$ cat src/rtl/fsmc_pin_frontend_pkg.sv
// Shared types and constants for the FSMC pad front end.
//   state_t      - front-end FSM states
//   BE_*         - byte-enable encodings as presented on req_be
//   ADR_W/DAT_W  - pad address/data widths
package fsmc_pin_frontend_pkg;

   localparam int ADR_W = 16;
   localparam int DAT_W = 16;

   typedef enum logic [2:0] {
      ST_IDLE,
      ST_WR_REQ,
      ST_RD_REQ,
      ST_RD_DRIVE,
      ST_WAIT_REL
   } state_t;

   localparam logic [1:0] BE_NONE = 2'b00;
   localparam logic [1:0] BE_LO   = 2'b01;
   localparam logic [1:0] BE_HI   = 2'b10;
   localparam logic [1:0] BE_BOTH = 2'b11;

   // Pad lanes are active low; req_be is active high.
   function automatic logic [1:0] be_from_pads(input logic ub_n, input logic lb_n);
      return ~{ub_n, lb_n};
   endfunction

endpackage

$ cat src/rtl/fsmc_pin_frontend_if.sv
// Request/response port between the pad front end and fsmc_module.
//   req_stb/req_we/req_adr/req_dat/req_be : request, driven by the front end
//   req_ack/rsp_dat                       : completion and read data, driven downstream
// master = front end, slave = downstream consumer.
interface fsmc_pin_frontend_if;
   import fsmc_pin_frontend_pkg::*;

   logic             req_stb;
   logic             req_we;
   logic [ADR_W-1:0] req_adr;
   logic [DAT_W-1:0] req_dat;
   logic [1:0]       req_be;
   logic             req_ack;
   logic [DAT_W-1:0] rsp_dat;

   modport master (
      output req_stb, req_we, req_adr, req_dat, req_be,
      input  req_ack, rsp_dat
   );

   modport slave (
      input  req_stb, req_we, req_adr, req_dat, req_be,
      output req_ack, rsp_dat
   );
endinterface

$ cat src/rtl/fsmc_pin_frontend_sync.sv
// N-stage flop synchroniser for asynchronous pad strobes.
//   clk, rst : system clock, synchronous active-high reset
//   d        : asynchronous input vector
//   q        : synchronised output, STAGES clocks behind d
// Flops reset to 1 so active-low strobes read as deasserted out of reset.
module fsmc_pin_frontend_sync #(
   parameter int WIDTH  = 5,
   parameter int STAGES = 2
) (
   input  logic             clk,
   input  logic             rst,
   input  logic [WIDTH-1:0] d,
   output logic [WIDTH-1:0] q
);

   logic [WIDTH-1:0] ff [STAGES];

   always_ff @(posedge clk) begin
      if (rst) begin
         for (int i = 0; i < STAGES; i++) ff[i] <= '1;
      end else begin
         ff[0] <= d;
         for (int i = 1; i < STAGES; i++) ff[i] <= ff[i-1];
      end
   end

   assign q = ff[STAGES-1];

endmodule

$ cat src/rtl/fsmc_pin_frontend.sv
// Front end between raw async-SRAM style FSMC pads and the fsmc_module request port.
// Strobes are synchronised and must hold steady before adr/dat/byte lanes are captured;
// one request is issued per host access and read data is driven back while oe_n is low.
//   clk, rst          : system clock, synchronous active-high reset
//   fsmc_adr/dat_in   : async pad address and write data (sampled only after settle)
//   fsmc_dat_out/oe   : pad read data and tristate enable (1 = drive)
//   fsmc_*_n          : async active-low strobes ce/we/oe and byte lanes ub/lb
//   req               : request port (master side)
//   timeout           : one-cycle pulse when a request is abandoned without ack
//   busy              : high whenever the FSM is not idle
//
// state       | meaning
// ST_IDLE     | waiting for settled strobes of a new host access
// ST_WR_REQ   | write request outstanding
// ST_RD_REQ   | read request outstanding
// ST_RD_DRIVE | driving read data onto the pad until host releases
// ST_WAIT_REL | access finished or refused; waiting for host release
module fsmc_pin_frontend
   import fsmc_pin_frontend_pkg::*;
#(
   parameter int              SYNC_STAGES   = 2,
   parameter int              SETTLE_CYCLES = 2,
   parameter int              TIMEOUT       = 255,
   parameter logic [DAT_W-1:0] TIMEOUT_DATA = 16'hDEAD
) (
   input  logic             clk,
   input  logic             rst,
   input  logic [ADR_W-1:0] fsmc_adr,
   input  logic [DAT_W-1:0] fsmc_dat_in,
   output logic [DAT_W-1:0] fsmc_dat_out,
   output logic             fsmc_dat_oe,
   input  logic             fsmc_ce_n,
   input  logic             fsmc_we_n,
   input  logic             fsmc_oe_n,
   input  logic             fsmc_ub_n,
   input  logic             fsmc_lb_n,
   fsmc_pin_frontend_if.master req,
   output logic             timeout,
   output logic             busy
);

   localparam int SW = (SETTLE_CYCLES > 1) ? $clog2(SETTLE_CYCLES) : 1;
   localparam int TW = (TIMEOUT > 1) ? $clog2(TIMEOUT) : 1;

   state_t           state, state_nxt;
   logic [4:0]       strb_s, strb_prev;
   logic [SW-1:0]    settle_cnt;
   logic [TW-1:0]    to_cnt;
   logic             ce_s, we_s, oe_s, settled, host_rd_active, in_req;
   logic [1:0]       be_s;
   logic             cap_req, cap_dat, rd_load, to_fire;
   logic [DAT_W-1:0] rd_data;
   logic [ADR_W-1:0] adr_q;
   logic [DAT_W-1:0] dat_q;
   logic [1:0]       be_q;

   fsmc_pin_frontend_sync #(.WIDTH(5), .STAGES(SYNC_STAGES)) u_sync (
      .clk (clk),
      .rst (rst),
      .d   ({fsmc_ce_n, fsmc_we_n, fsmc_oe_n, fsmc_ub_n, fsmc_lb_n}),
      .q   (strb_s)
   );

   assign ce_s           = strb_s[4];
   assign we_s           = strb_s[3];
   assign oe_s           = strb_s[2];
   assign be_s           = be_from_pads(strb_s[1], strb_s[0]);
   // Any strobe or lane change reloads the settle timer, so a full quiet window is required.
   assign settled        = (strb_s == strb_prev) && (settle_cnt == '0);
   assign host_rd_active = !ce_s && !oe_s;
   assign in_req         = (state == ST_WR_REQ) || (state == ST_RD_REQ);

   always_ff @(posedge clk) begin
      if (rst) state <= ST_IDLE;
      else     state <= state_nxt;
   end

   always_comb begin
      state_nxt = state;
      cap_req   = 1'b0;
      cap_dat   = 1'b0;
      rd_load   = 1'b0;
      rd_data   = req.rsp_dat;
      to_fire   = 1'b0;
      case (state)
         ST_IDLE: begin
            if (settled && !ce_s) begin
               if (!we_s && !oe_s) begin
                  state_nxt = ST_WAIT_REL;
               end else if (!we_s) begin
                  if (be_s == BE_NONE) begin
                     state_nxt = ST_WAIT_REL;
                  end else begin
                     cap_req   = 1'b1;
                     cap_dat   = 1'b1;
                     state_nxt = ST_WR_REQ;
                  end
               end else if (!oe_s) begin
                  cap_req   = 1'b1;
                  state_nxt = ST_RD_REQ;
               end
            end
         end
         ST_WR_REQ: begin
            if (req.req_ack) begin
               state_nxt = ST_WAIT_REL;
            end else if (to_cnt == '0) begin
               to_fire   = 1'b1;
               state_nxt = ST_WAIT_REL;
            end
         end
         ST_RD_REQ: begin
            // Ack on the expiry cycle counts as a normal completion.
            if (req.req_ack || (to_cnt == '0)) begin
               to_fire   = !req.req_ack;
               rd_load   = 1'b1;
               rd_data   = req.req_ack ? req.rsp_dat : TIMEOUT_DATA;
               // Host already gone: never touch the pad for this access.
               state_nxt = host_rd_active ? ST_RD_DRIVE : ST_IDLE;
            end
         end
         ST_RD_DRIVE: begin
            if (!host_rd_active) state_nxt = ST_IDLE;
         end
         ST_WAIT_REL: begin
            if (ce_s || (we_s && oe_s)) state_nxt = ST_IDLE;
         end
         default: state_nxt = ST_IDLE;
      endcase
   end

   always_ff @(posedge clk) begin
      if (rst) begin
         strb_prev    <= '1;
         settle_cnt   <= '0;
         to_cnt       <= '0;
         adr_q        <= '0;
         dat_q        <= '0;
         be_q         <= BE_NONE;
         fsmc_dat_out <= '0;
         timeout      <= 1'b0;
      end else begin
         strb_prev <= strb_s;
         if (strb_s != strb_prev)    settle_cnt <= SW'(SETTLE_CYCLES - 1);
         else if (settle_cnt != '0)  settle_cnt <= settle_cnt - SW'(1);
         if (cap_req) begin
            adr_q  <= fsmc_adr;
            be_q   <= be_s;
            to_cnt <= TW'(TIMEOUT - 1);
         end else if (in_req && (to_cnt != '0)) begin
            to_cnt <= to_cnt - TW'(1);
         end
         if (cap_dat) dat_q <= fsmc_dat_in;
         if (rd_load) fsmc_dat_out <= rd_data;
         timeout <= to_fire;
      end
   end

   assign req.req_stb = in_req;
   assign req.req_we  = (state == ST_WR_REQ);
   assign req.req_adr = adr_q;
   assign req.req_dat = dat_q;
   assign req.req_be  = be_q;
   assign fsmc_dat_oe = (state == ST_RD_DRIVE);
   assign busy        = (state != ST_IDLE);

endmodule

$ cat src/flat_wrapper.sv
// flat-port wrapper written by rule: the top's interface ports become plain ports
module fsmc_pin_frontend_flat import fsmc_pin_frontend_pkg::*;
#(
   parameter int              SYNC_STAGES   = 2,
   parameter int              SETTLE_CYCLES = 2,
   parameter int              TIMEOUT       = 255,
   parameter logic [DAT_W-1:0] TIMEOUT_DATA = 16'hDEAD
)
  (clk, rst, fsmc_adr, fsmc_dat_in, fsmc_dat_out, fsmc_dat_oe, fsmc_ce_n, fsmc_we_n, fsmc_oe_n, fsmc_ub_n, fsmc_lb_n, timeout, busy, req_req_stb, req_req_we, req_req_adr, req_req_dat, req_req_be, req_req_ack, req_rsp_dat);
  fsmc_pin_frontend_if req_i ();
  input  logic clk;
  input  logic rst;
  input  logic [ADR_W-1:0] fsmc_adr;
  input  logic [DAT_W-1:0] fsmc_dat_in;
  output logic [DAT_W-1:0] fsmc_dat_out;
  output logic fsmc_dat_oe;
  input  logic fsmc_ce_n;
  input  logic fsmc_we_n;
  input  logic fsmc_oe_n;
  input  logic fsmc_ub_n;
  input  logic fsmc_lb_n;
  output logic timeout;
  output logic busy;
  output wire logic [$bits(req_i.req_stb)-1:0] req_req_stb;
  output wire logic [$bits(req_i.req_we)-1:0] req_req_we;
  output wire logic [$bits(req_i.req_adr)-1:0] req_req_adr;
  output wire logic [$bits(req_i.req_dat)-1:0] req_req_dat;
  output wire logic [$bits(req_i.req_be)-1:0] req_req_be;
  input wire logic [$bits(req_i.req_ack)-1:0] req_req_ack;
  input wire logic [$bits(req_i.rsp_dat)-1:0] req_rsp_dat;
  assign req_req_stb = req_i.req_stb;
  assign req_req_we = req_i.req_we;
  assign req_req_adr = req_i.req_adr;
  assign req_req_dat = req_i.req_dat;
  assign req_req_be = req_i.req_be;
  assign req_i.req_ack = req_req_ack;
  assign req_i.rsp_dat = req_rsp_dat;
  fsmc_pin_frontend #(.SYNC_STAGES(SYNC_STAGES), .SETTLE_CYCLES(SETTLE_CYCLES), .TIMEOUT(TIMEOUT), .TIMEOUT_DATA(TIMEOUT_DATA)) u_core (.clk(clk), .rst(rst), .fsmc_adr(fsmc_adr), .fsmc_dat_in(fsmc_dat_in), .fsmc_dat_out(fsmc_dat_out), .fsmc_dat_oe(fsmc_dat_oe), .fsmc_ce_n(fsmc_ce_n), .fsmc_we_n(fsmc_we_n), .fsmc_oe_n(fsmc_oe_n), .fsmc_ub_n(fsmc_ub_n), .fsmc_lb_n(fsmc_lb_n), .req(req_i), .timeout(timeout), .busy(busy));
endmodule
$ cat config.mk
export PLATFORM = sky130hd
export DESIGN_NAME = fsmc_pin_frontend_flat
export DESIGN_NICKNAME = d
export VERILOG_FILES = /design/src/rtl/fsmc_pin_frontend_pkg.sv /design/src/rtl/fsmc_pin_frontend_if.sv /design/src/rtl/fsmc_pin_frontend_sync.sv /design/src/rtl/fsmc_pin_frontend.sv /design/src/flat_wrapper.sv
export SDC_FILE = /design/constraint.sdc
export NUM_CORES = 1
export LEC_CHECK = 0
export ABC_AREA = 0
export CAP_MARGIN = 15
export CORE_MARGIN = 2
export CORE_UTILIZATION = 30
export DETAILED_ROUTE_END_ITERATION = 8
export GPL_ROUTABILITY_DRIVEN = 0
export GPL_TIMING_DRIVEN = 0
export PLACE_DENSITY = 0.7
export SYNTH_ARGS = -nofsm -noshare
export SYNTH_HDL_FRONTEND = slang
export SYNTH_SLANG_ARGS = --single-unit
$ cat constraint.sdc
create_clock -name clk -period 2.7 [get_ports clk]
set_input_delay 0.27 -clock clk [delete_from_list [all_inputs] [get_ports clk]]
set_output_delay 0.27 -clock clk [all_outputs]
set_load 0.02 [all_outputs]
==> results.cfg <==
[timing]
finalCriticalPeriod_ns = 2.375
final_max_slew_viol_count = 0
clock.fmax_mhz = 421.0
rsz0062_at_grt = no
hold_viol_final = 0
timing.final.crit_share = 0.8798
setup_viol = 0
skew_ns = 0.01184
tns_ns = 0
fin_ws_ns = 0.3246
worst_pin_slew_ns = 0.7675
slew_headroom = 0.4884

[floorplanning]
die-area_um2 = 10800
fp.dieW_um = 103.9
start_util = 0.3080
core_area_um2 = 9729
dieHeight_um = 103.9
row_count = 36
ioPinCount = 111

[synthesis]
synth-compound-area-share = 0.06305
muxShareOfSynthArea = 0.1136
synth_ff_type = dfxtp_1
synth_edf_count = 0
ys_async_sr_fraction = 0
synth-seq-cells = 78
ys_seq_area_frac = 0.5211
synth.cell_area_um2 = 2997
ys_warn_count = 0
synthAdderAreaFrac = 0.004175
syn_avg_cell_area_um2 = 9.574
synth_top_area_cell = dfxtp_1
synthTopCellsByArea = dfxtp_1, mux2i_1, nor2_1
synth_top_area_frac = 0.5211
netlist_instances = 313
synth_top_family_by_area = simple AND/OR/NAND/NOR gates
synthXorXnorAreaFrac = 0.04092
ys_types = 42
synth_nets = 370
synthSimpleGateAreaFrac = 0.2167

[place]
portBuffers = 109
hpwlAfterDp_um = 5216
place_ws_ns = 0.4323

[worst_setup_path]
r2r_slack_ns = 0.44
critPathMaxFanout = 10
critical_path_class = reg2out
end_kind = output pin
worstPathRequired_ns = 2.43
arrival_ns = 2.11
critPathLaunchType = flip-flop

[route]
vias_per_cell = 4.517
num_vias = 2579
drcViolationCount = 0
firstDrtPassIters = 4
wirelength_um = 7097
antenna_left = 0
post_drt_wl_per_cell_um = 12.43
drtIter0Drc = 157

[flow_run]
maxCapViolations = 0

[clock_network]
clock-root-buffer = clkbuf_8
h-tree-depth = 3
cts_setup_buffers = 0
cts_max_path_buffers = 2
holdBufCountCts = 0
cts_sinks = 78
numCtsBuffers = 9
cts_tree = done
post_cts_resize_count = 0
cts.clk_slew.worst_paths_ns = 0.09
clk_latency_ns = 0.36

[final_layout]
syn2layout_area_growth_pct = 49.56
regArea_um2 = 1562
multi_input_area_um2 = 1314
antenna-diode-count = 0
final_nets = 490
fill_cells = 957
drive_gt1_frac = 0.1005

[global_route]
grt_pass1_wl_um = 11900
grt_use_total = 0.1359
antenna_found_initial = 0
gr-total-overflow = 0
grt_max_degree = 16
grt_pass1_vias = 2508

[outcome]
outcome = complete, no violations

[power_and_ir_drop]
leakagePower_uw = 0.001686
ir_worst_vdd_mv = 0.2055
finalPower_uw = 2291
powerDensity_nw_per_um2 = 511.1

[worst_hold_path]
hold_path_class = reg2reg
cells in the mapped netlist, drive strengths merged, types with 2 or more instances:
master and count:
dfxtp 78, nor2 68, mux2i 34, nor3 19
or2 17, clkbuf 12, a21oi 10, xnor2 9
nand2 8, inv 7, buf 6, a22oi 5
xor2 5, nor4 4, nand3 3, o31ai 3
or3 3, and3 2, nand4 2, o21ai 2
path summary, 6_finish.rpt:
path	start	end	depth (start not counted)
worst max-delay path	u_core.state[1]$_SDFFE_PP0P_	fsmc_dat_oe	4
worst min-delay path	u_core.u_sync.ff[0][2]$_SDFF_PP1_	u_core.u_sync.ff[0][7]$_SDFF_PP1_	1
worst max register to register	u_core.state[0]$_SDFFE_PP0P_	u_core.req.req_dat[11]$_SDFFE_PP0P_	7
worst min register to register	u_core.u_sync.ff[0][2]$_SDFF_PP1_	u_core.u_sync.ff[0][7]$_SDFF_PP1_	1
cells by family after synthesis:
logic type,Yosys count
compound gates,28
flops,78
xor+xnor,14
mux,34
fa+ha+maj,1
buf+inv,25
simple gates,133
registers in the layout, indices dropped and copies added (netlist names):
register and cells:
u_core.timeout 1, u_core.u_sync.ff 10, u_core.req.req_be 2, u_core.fsmc_dat_out 16, u_core.settle_cnt 1, u_core.req.req_dat 16, u_core.to_cnt 8, u_core.strb_prev 5
u_core.req.req_adr 16, u_core.state 3
per-layer routing:
metal | part of all wire | up-vias | global-route usage | routed length [µm]
met5 | 0 | - | 0 | 0
met4 | 0.017 | 0 | 0.06853 | 118
met3 | 0.071 | 11 | 0.04386 | 506
met2 | 0.45 | 99 | 0.2110 | 3223
met1 | 0.46 | 1180 | 0.1692 | 3247
li1 | - | 1289 | - | -
power by group:
| group | switching (µW) | internal [µW] |
|---|---|---|
| clock network | 458 | 533 |
| logic | 46.0 | 87.4 |
| registers | 6.68 | 1160 |
worst max-delay path, cell delays in order, from the launching register on:
cell and delay, ns:
dfxtp_1 0.39, buf_1 0.36, inv_1 0.14, nor3_1 0.21
clkdlybuf4s50_1 0.65
cell usage in the layout (no fill, tap or decap), types with 2 or more instances in the layout:
master,n
a21oi_1,10
a22oi_1,5
buf_2,3
bufinv_16,2
clkbuf_1,12
clkbuf_8,9
clkdlybuf4s50_1,109
clkinvlp_4,2
dfxtp_1,78
inv_1,7
inv_6,2
mux2i_1,34
nand2_1,8
nand3_1,3
nand4_1,2
nor2_1,68
nor3_1,18
nor4_1,4
o21ai_0,2
o31ai_1,3
or2_2,17
or3_4,2
xnor2_1,9
xor2_1,5
area by class of cell:
class | count | area share
clock inverter | 7 | 0.02317
tap | 133 | 0.03713
inverter | 7 | 0.005863
multi-input combinational | 210 | 0.2931
buffer | 18 | 0.02122
sequential | 78 | 0.3484
clock buffer | 9 | 0.02764
timing repair buffer | 109 | 0.2434
through the flow:
step | cells | instance area (µm²) | hold WS, ns | util
finish | 571 | 4482 | 0.4118 | 0.4606
global route | 571 | 4482 | 0.4278 | 0.4606
CTS | 571 | 4482 | 0.4090 | 0.4606
detailed placement | 555 | 4254 | 0.3940 | 0.4372
global placement | 555 | 4254 | 0.3921 | 0.4372
floorplan | 313 | 2997 | 0.3463 | -
Note: power is estimated with default switching activity, not from simulation.
